### src/rtl/regs_mt_pkg.sv
// Shared definitions for the multi-thread register file.
//   PSEL_P0..PSEL_P3 : pointer select encodings (P0/P1 thread-indexed, P2/P3 channel-indexed)
//   state_t          : clear sequencer states
//   clear_len()      : number of cycles the post-reset clear takes
package regs_mt_pkg;

    localparam logic [1:0] PSEL_P0 = 2'd0;
    localparam logic [1:0] PSEL_P1 = 2'd1;
    localparam logic [1:0] PSEL_P2 = 2'd2;
    localparam logic [1:0] PSEL_P3 = 2'd3;

    typedef enum logic {
        ST_CLEAR = 1'b0,
        ST_RUN   = 1'b1
    } state_t;

    // The clear walks the deeper of the two index spaces.
    function automatic int clear_len(input int threads, input int chans);
        int len;
        if (threads > chans) begin
            len = threads;
        end else begin
            len = chans;
        end
        return len;
    endfunction

endpackage

### src/rtl/regs_mt_bank.sv
// One register class (e.g. all A registers): DEPTH entries of WIDTH bits.
// Ports:
//   clk          : clock
//   clr, caddr   : zero entry caddr this cycle (takes priority over writes)
//   we, waddr,
//   wdata        : write wdata to entry waddr
//   inc          : increment entry waddr in place (we wins when both set)
//   raddr, q     : combinational read; with BYPASS!=0 a same-cycle write to
//                  raddr is forwarded onto q
module regs_mt_bank
    import regs_mt_pkg::*;
#(
    parameter int DEPTH  = 32,
    parameter int WIDTH  = 8,
    parameter int BYPASS = 1
) (
    input  logic                     clk,
    input  logic                     clr,
    input  logic [$clog2(DEPTH)-1:0] caddr,
    input  logic                     we,
    input  logic                     inc,
    input  logic [$clog2(DEPTH)-1:0] waddr,
    input  logic [WIDTH-1:0]         wdata,
    input  logic [$clog2(DEPTH)-1:0] raddr,
    output logic [WIDTH-1:0]         q
);

    localparam logic [WIDTH-1:0] ONE = {{(WIDTH-1){1'b0}}, 1'b1};

    logic [WIDTH-1:0] mem [DEPTH];
    logic             wen_s;
    logic [WIDTH-1:0] wval_s;

    // Value committed this cycle: explicit data beats the increment.
    always_comb begin
        wen_s = we | inc;
        if (we) begin
            wval_s = wdata;
        end else begin
            wval_s = mem[waddr] + ONE;
        end
    end

    // Read port with optional write forwarding.
    always_comb begin
        if ((BYPASS != 0) && wen_s && (raddr == waddr)) begin
            q = wval_s;
        end else begin
            q = mem[raddr];
        end
    end

    // Storage update; the clear sequencer owns the array while clr is high.
    always_ff @(posedge clk) begin
        if (clr) begin
            mem[caddr] <= {WIDTH{1'b0}};
        end else if (wen_s) begin
            mem[waddr] <= wval_s;
        end
    end

endmodule

### src/rtl/regs_mt.sv
// Per-thread / per-channel register file between scheduler and execute stage.
// Thread arrays: A, B (DW), PC, P0, P1 (AW). Channel arrays: CSB, mempage (DW), P2, P3 (AW).
// Ports:
//   clk, rst                  : clock, asynchronous active-high reset
//   rthreadid, rchanid,
//   psel0, psel1              : read selects
//   qa, qb, qpc, qp0, qp1,
//   qcsb, qmempage            : combinational read data (0 while clearing)
//   wthreadid, wchanid        : write indices
//   d8 + wea/web/wecsb/wemempage, d12 + pselw/wep, incp/incsel, dpc/wepc : writes
//   init_busy                 : high during reset and the clear sequence
module regs_mt
    import regs_mt_pkg::*;
#(
    parameter int THREADS = 32,
    parameter int CHANS   = 16,
    parameter int DW      = 8,
    parameter int AW      = 12,
    parameter int BYPASS  = 1
) (
    input  logic                       clk,
    input  logic                       rst,
    input  logic [$clog2(THREADS)-1:0] rthreadid,
    input  logic [$clog2(CHANS)-1:0]   rchanid,
    input  logic [1:0]                 psel0,
    input  logic [1:0]                 psel1,
    output logic [DW-1:0]              qa,
    output logic [DW-1:0]              qb,
    output logic [AW-1:0]              qp0,
    output logic [AW-1:0]              qp1,
    output logic [AW-1:0]              qpc,
    output logic [DW-1:0]              qcsb,
    output logic [DW-1:0]              qmempage,
    input  logic [$clog2(THREADS)-1:0] wthreadid,
    input  logic [$clog2(CHANS)-1:0]   wchanid,
    input  logic [DW-1:0]              d8,
    input  logic                       wea,
    input  logic                       web,
    input  logic                       wecsb,
    input  logic                       wemempage,
    input  logic [AW-1:0]              d12,
    input  logic [1:0]                 pselw,
    input  logic                       wep,
    input  logic                       incp,
    input  logic [1:0]                 incsel,
    input  logic [AW-1:0]              dpc,
    input  logic                       wepc,
    output logic                       init_busy
);

    localparam int TW      = $clog2(THREADS);
    localparam int CW      = $clog2(CHANS);
    localparam int CLR_LEN = clear_len(THREADS, CHANS);
    localparam int IW      = $clog2(CLR_LEN);
    localparam logic [IW-1:0] IDX_LAST = IW'(CLR_LEN - 1);
    localparam logic [IW-1:0] IDX_ONE  = {{(IW-1){1'b0}}, 1'b1};

    state_t        state_r;
    logic [IW-1:0] idx_r;
    logic          init_busy_r;
    logic          run_s, clr_t_s, clr_c_s;
    logic [3:0]    p_we_s, p_inc_s;
    logic [DW-1:0] a_q_s, b_q_s, csb_q_s, mp_q_s;
    logic [AW-1:0] pc_q_s, p0_q_s, p1_q_s, p2_q_s, p3_q_s;

    // Picks one of the four pointer read values.
    function automatic logic [AW-1:0] sel_ptr(input logic [1:0] s, input logic [AW-1:0] v0,
                                              input logic [AW-1:0] v1, input logic [AW-1:0] v2,
                                              input logic [AW-1:0] v3);
        logic [AW-1:0] r;
        case (s)
            PSEL_P0: r = v0;
            PSEL_P1: r = v1;
            PSEL_P2: r = v2;
            PSEL_P3: r = v3;
            default: r = {AW{1'b0}};
        endcase
        return r;
    endfunction

    // Clear sequencer: one entry of every array per cycle, then RUN.
    always_ff @(posedge clk or posedge rst) begin
        if (rst) begin
            state_r     <= ST_CLEAR;
            idx_r       <= {IW{1'b0}};
            init_busy_r <= 1'b1;
        end else begin
            case (state_r)
                ST_CLEAR: begin
                    if (idx_r == IDX_LAST) begin
                        state_r     <= ST_RUN;
                        idx_r       <= {IW{1'b0}};
                        init_busy_r <= 1'b0;
                    end else begin
                        idx_r <= idx_r + IDX_ONE;
                    end
                end
                ST_RUN: begin
                    init_busy_r <= 1'b0;
                end
                default: begin
                    state_r     <= ST_CLEAR;
                    idx_r       <= {IW{1'b0}};
                    init_busy_r <= 1'b1;
                end
            endcase
        end
    end

    assign init_busy = init_busy_r;

    // Clear only the arrays deep enough to hold the current index.
    always_comb begin
        run_s   = (state_r == ST_RUN);
        clr_t_s = !run_s && (32'(idx_r) < 32'(THREADS));
        clr_c_s = !run_s && (32'(idx_r) < 32'(CHANS));
    end

    // Decode pointer write / increment targets; nothing fires while clearing.
    always_comb begin
        p_we_s  = 4'b0000;
        p_inc_s = 4'b0000;
        if (run_s) begin
            if (wep) begin
                p_we_s[pselw] = 1'b1;
            end else begin
                p_we_s = 4'b0000;
            end
            if (incp) begin
                p_inc_s[incsel] = 1'b1;
            end else begin
                p_inc_s = 4'b0000;
            end
        end else begin
            p_we_s  = 4'b0000;
            p_inc_s = 4'b0000;
        end
    end

    regs_mt_bank #(.DEPTH(THREADS), .WIDTH(DW), .BYPASS(BYPASS)) u_a (
        .clk(clk), .clr(clr_t_s), .caddr(idx_r[TW-1:0]), .we(run_s & wea), .inc(1'b0),
        .waddr(wthreadid), .wdata(d8), .raddr(rthreadid), .q(a_q_s));
    regs_mt_bank #(.DEPTH(THREADS), .WIDTH(DW), .BYPASS(BYPASS)) u_b (
        .clk(clk), .clr(clr_t_s), .caddr(idx_r[TW-1:0]), .we(run_s & web), .inc(1'b0),
        .waddr(wthreadid), .wdata(d8), .raddr(rthreadid), .q(b_q_s));
    regs_mt_bank #(.DEPTH(THREADS), .WIDTH(AW), .BYPASS(BYPASS)) u_pc (
        .clk(clk), .clr(clr_t_s), .caddr(idx_r[TW-1:0]), .we(run_s & wepc), .inc(1'b0),
        .waddr(wthreadid), .wdata(dpc), .raddr(rthreadid), .q(pc_q_s));
    regs_mt_bank #(.DEPTH(THREADS), .WIDTH(AW), .BYPASS(BYPASS)) u_p0 (
        .clk(clk), .clr(clr_t_s), .caddr(idx_r[TW-1:0]), .we(p_we_s[0]), .inc(p_inc_s[0]),
        .waddr(wthreadid), .wdata(d12), .raddr(rthreadid), .q(p0_q_s));
    regs_mt_bank #(.DEPTH(THREADS), .WIDTH(AW), .BYPASS(BYPASS)) u_p1 (
        .clk(clk), .clr(clr_t_s), .caddr(idx_r[TW-1:0]), .we(p_we_s[1]), .inc(p_inc_s[1]),
        .waddr(wthreadid), .wdata(d12), .raddr(rthreadid), .q(p1_q_s));
    regs_mt_bank #(.DEPTH(CHANS), .WIDTH(AW), .BYPASS(BYPASS)) u_p2 (
        .clk(clk), .clr(clr_c_s), .caddr(idx_r[CW-1:0]), .we(p_we_s[2]), .inc(p_inc_s[2]),
        .waddr(wchanid), .wdata(d12), .raddr(rchanid), .q(p2_q_s));
    regs_mt_bank #(.DEPTH(CHANS), .WIDTH(AW), .BYPASS(BYPASS)) u_p3 (
        .clk(clk), .clr(clr_c_s), .caddr(idx_r[CW-1:0]), .we(p_we_s[3]), .inc(p_inc_s[3]),
        .waddr(wchanid), .wdata(d12), .raddr(rchanid), .q(p3_q_s));
    regs_mt_bank #(.DEPTH(CHANS), .WIDTH(DW), .BYPASS(BYPASS)) u_csb (
        .clk(clk), .clr(clr_c_s), .caddr(idx_r[CW-1:0]), .we(run_s & wecsb), .inc(1'b0),
        .waddr(wchanid), .wdata(d8), .raddr(rchanid), .q(csb_q_s));
    regs_mt_bank #(.DEPTH(CHANS), .WIDTH(DW), .BYPASS(BYPASS)) u_mp (
        .clk(clk), .clr(clr_c_s), .caddr(idx_r[CW-1:0]), .we(run_s & wemempage), .inc(1'b0),
        .waddr(wchanid), .wdata(d8), .raddr(rchanid), .q(mp_q_s));

    // Read outputs; held at zero until the clear has finished.
    always_comb begin
        if (run_s) begin
            qa       = a_q_s;
            qb       = b_q_s;
            qpc      = pc_q_s;
            qcsb     = csb_q_s;
            qmempage = mp_q_s;
            qp0      = sel_ptr(psel0, p0_q_s, p1_q_s, p2_q_s, p3_q_s);
            qp1      = sel_ptr(psel1, p0_q_s, p1_q_s, p2_q_s, p3_q_s);
        end else begin
            qa       = {DW{1'b0}};
            qb       = {DW{1'b0}};
            qpc      = {AW{1'b0}};
            qcsb     = {DW{1'b0}};
            qmempage = {DW{1'b0}};
            qp0      = {AW{1'b0}};
            qp1      = {AW{1'b0}};
        end
    end

endmodule

### config.mk
export PLATFORM = sky130hd
export DESIGN_NAME = regs_mt
export DESIGN_NICKNAME = d
export VERILOG_FILES = /design/src/rtl/regs_mt_pkg.sv /design/src/rtl/regs_mt_bank.sv /design/src/rtl/regs_mt.sv
export SDC_FILE = /design/constraint.sdc
export NUM_CORES = 2
export LEC_CHECK = 0
export ABC_CLOCK_PERIOD_IN_PS = 6000
export CORE_MARGIN = 2
export CORE_UTILIZATION = 63
export DETAILED_ROUTE_END_ITERATION = 8
export GPL_ROUTABILITY_DRIVEN = 0
export PLACE_DENSITY = 0.8
export SYNTH_ARGS = -nofsm -noshare
export SYNTH_HDL_FRONTEND = slang
export SYNTH_SLANG_ARGS = --single-unit
### constraint.sdc
create_clock -name clk -period 6 [get_ports clk]
set_input_delay 1.2 -clock clk [delete_from_list [all_inputs] [get_ports clk]]
set_output_delay 1.2 -clock clk [all_outputs]
set_load 0.1 [all_outputs]
==> run_results.csv <==
group,metric,value,unit
run_status,status,"complete, no violations",
clocking,postCtsHoldBufs,0,
yosys,synth-adder-area-share,0.0731,%
drt,num_vias,59960,
critical_path,rr_worst_depth,5,
min_path,hold_depth,1,
yosys,synth_top_cells_by_count,"edfxtp_1 (2,304), mux4_2 (912), mux2i_1 (293)",
die,fp.dieH,408,um
drt,dr.pass1.iters,8,
timing,relSlewSlack,4.96,%
layout,drive_gt1_share,32.2,%
yosys,yosysMostFrequentCell,"edfxtp_1",
yosys,syn_nets,5324,
critical_path,critPathArrivalTime,4760,ps
power_and_ir_drop,p_leak,40.3,nW
yosys,synth_compound_area_share,3.21,%
drt,drc,0,
layout,area_growth_syn_to_layout,14.3,%
yosys,ys.flop_type,"edfxtp_1",
yosys,synth.top_cell.area_share,67.3,%
timing,fin_skew,37.9,ps
die,core.rowCount,148,
clocking,cts_tree,"yes",
yosys,synthSimpleGateAreaFrac,3.53,%
drt,highest_layer,"met5",
timing,finalSetupViolCount,0,
yosys,yosysUniqueCellTypes,81,
critical_path,timing.setup.critical_path_class,"input port to output port",
yosys,synth_edf_count,2304,
drt,wl_per_cell,36.0,um
flow_run,max_cap_violations,0,
drt,wl_met1,96500,um
critical_path,crit_required,4800,ps
critical_path,regToRegSetupSlack,1840,ps
die,dieArea,166000,sq um
timing,finalHoldViolCount,0,
place,placed_cells,7627,
die,start_util,63.3,%
drt,ant_nets,0,
yosys,ys_async_sr_fraction,0.303,%
place,io_buffers,135,
grt,track_usage,35.0,%
drt,drt_iter0_markers,9676,
die,io_pins,136,
drt,routed_wl,290000,um
timing,timing.setup.tns,0,ps
layout,seqCellArea,69400,sq um
clocking,cts_root_buf,"clkbuf_16",
yosys,synth_xor_area_share,0.392,%
yosys,yosysSeqAreaShare,67.5,%
timing,rsz0062_at_grt,"false",
layout,multi_input_comb_area,31800,sq um
min_path,hold_class,"flop to flop",
grt,grt_pass1_vias,60174,
grt,gr-total-overflow,0,
clocking,path_clk_slew,60,ps
yosys,avgSynthCellArea,19.6,sq um
grt,grt_max_degree,86,
layout,nNetsFinal,5749,
timing,drv_slew,0,
critical_path,critPathLaunch,"wthreadid[1]",
yosys,synth_top_family_by_area,"multiplexers",
clocking,htreeDepth,4,
place,hpwl,179000,um
timing,period_needed,5960,ps
timing,fin_crit_sh,99.3,%
critical_path,worst_setup_path_end_kind,"output port",
drt,dr_wl_met3,36100,um
power_and_ir_drop,finalPower,35.9,mW
yosys,yosysTopAreaCell,"edfxtp_1",
critical_path,critPathMaxFanout,24,
critical_path,start_kind,"input port",
power_and_ir_drop,max-vdd-ir-drop,371,uV
layout,fin_cells,8047,
die,core,162000,sq um
clocking,clock_latency,880,ps
critical_path,endpoint,"qp1[9]",
drt,via_per_inst,7.45,
drt,route.met2.wl,140000,um
clocking,cts_buffers,219,
critical_path,worstReg2RegEnd,"u_p0.mem[24][5]",
clocking,clock_path_buffers,3,
yosys,synthMuxAreaShare,23.3,%
grt,grt_pass1_wl,419000,um
layout,fill_cells,9048,
critical_path,rr_startpoint,"run_s",
timing,fmax,0.168,GHz
die,dieWidth,408,um
yosys,syn_area,103000,sq um
yosys,synth-seq-cells,2311,
clocking,numClockSinks,2311,
yosys,synth_area_leaders,"edfxtp_1 (67%), mux4_2 (20%), mux2i_1 (2.9%), a22oi_1 (1.0%), nor2_1 (1.0%)",
grt,antenna_found_initial,9,
power_and_ir_drop,power_density,306,nW/um^2
yosys,synth_cells,5251,
timing,worstMarginPinSlew,1430,ps
yosys,ys_warn_count,0,
-- layer usage --
metal	vias to the layer above	global-route usage [%]
li1	23038	-
met1	30732	46.2
met2	5122	55.3
met3	1060	8.74
met4	8	17.3
met5	-	0.489
-- flip-flops by register name (all words and copies together) (netlist names) --
signal / cells
init_busy: 1
u_a.mem: 256
u_mp.mem: 128
u_b.mem: 256
u_p2.mem: 192
u_pc.mem: 384
idx_r: 5
u_p1.mem: 384
u_p0.mem: 384
u_csb.mem: 128
run_s: 1
u_p3.mem: 192
-- worst max-delay path, cell delays in order --
cell      delay (ps)
buf_12           220
buf_12           170
mux4_2           520
mux4_2           500
mux2i_1          190
buf_4            190
nor2_1            90
o21ai_4          110
nor4_1           110
xor2_1           200
a21oi_2          270
buf_4            200
a21oi_1          110
a311oi_4         390
buf_12           220
-- cells in the final DEF (no fill, tap or decap), types with 27 or more instances in the layout --
cell             instances
edfxtp_1              2304
mux4_2                 912
buf_4                  386
mux2i_1                292
nor2_1                 273
clkbuf_16              221
nand2_1                212
a22oi_1                140
buf_12                 117
nand3_1                 78
o21ai_0                 73
clkinv_1                60
a21oi_1                 56
and3_1                  52
clkdlybuf4s50_1         50
clkinv_2                43
nor3_1                  37
bufinv_16               36
o21ai_1                 35
and2_1                  29
a31oi_1                 27
-- power breakdown --
group	switching, mW	internal [mW]	leakage [nW]
clock	6.19	8.29	3.65
sequential	0.0210	17.9	22.7
combinational	2.19	1.34	14.0
-- area by class of cell --
class	instances	share of cell area, %
Clock inverter	165	1.63
Antenna cell	6	0.0128
Sequential cell	2311	59.1
Clock buffer	246	4.77
Tap cell	2175	2.32
Multi-Input combinational cell	2558	27.1
Timing Repair Buffer	570	5.08
Inverter	16	0.0511
-- what timing repair did --
action,4_1_cts,5_1_grt
hold endpoints to repair,0,0
buffers inserted,0,2
cloned,0,1
pin swaps,0,2
setup endpoints to repair,5,11
resized for setup,4,21
-- per-stage QoR --
step / setup slack, ps / utilization, % / area, sq um / hold slack, ps
floorplan: -961 / - / 103000 / 571
global placement: -71.0 / 67.6 / 110000 / 484
detailed placement: -53.4 / 67.6 / 110000 / 483
CTS: 43.1 / 72.2 / 117000 / 500
global route: 3.21 / 72.3 / 117000 / 517
finish: 39.8 / 72.3 / 117000 / 497
-- cells by family (layout without fill, tap and decap cells) --
family                     after synthesis  after routing
AOI/OAI and AO/OA                      489            489
xor gates and xnor gates                46             46
adders and majority gates                6              6
buffers and inverters                  382            997
DFF                                   2311           2311
muxes                                 1230           1230
other                                    0              6
and+or+nand+nor                        787            787
-- how the worst min path moves through the flow --
stage,slack [ps],start,to
3_3_place_gp,480,init_busy,init_busy
4_1_cts,500,init_busy,init_busy
2_1_floorplan,570,idx_r[1],idx_r[1]
5_1_grt,520,init_busy,init_busy
6_report,500,init_busy,init_busy
3_5_place_dp,480,init_busy,init_busy
Note: power is estimated with default switching activity, not from simulation.
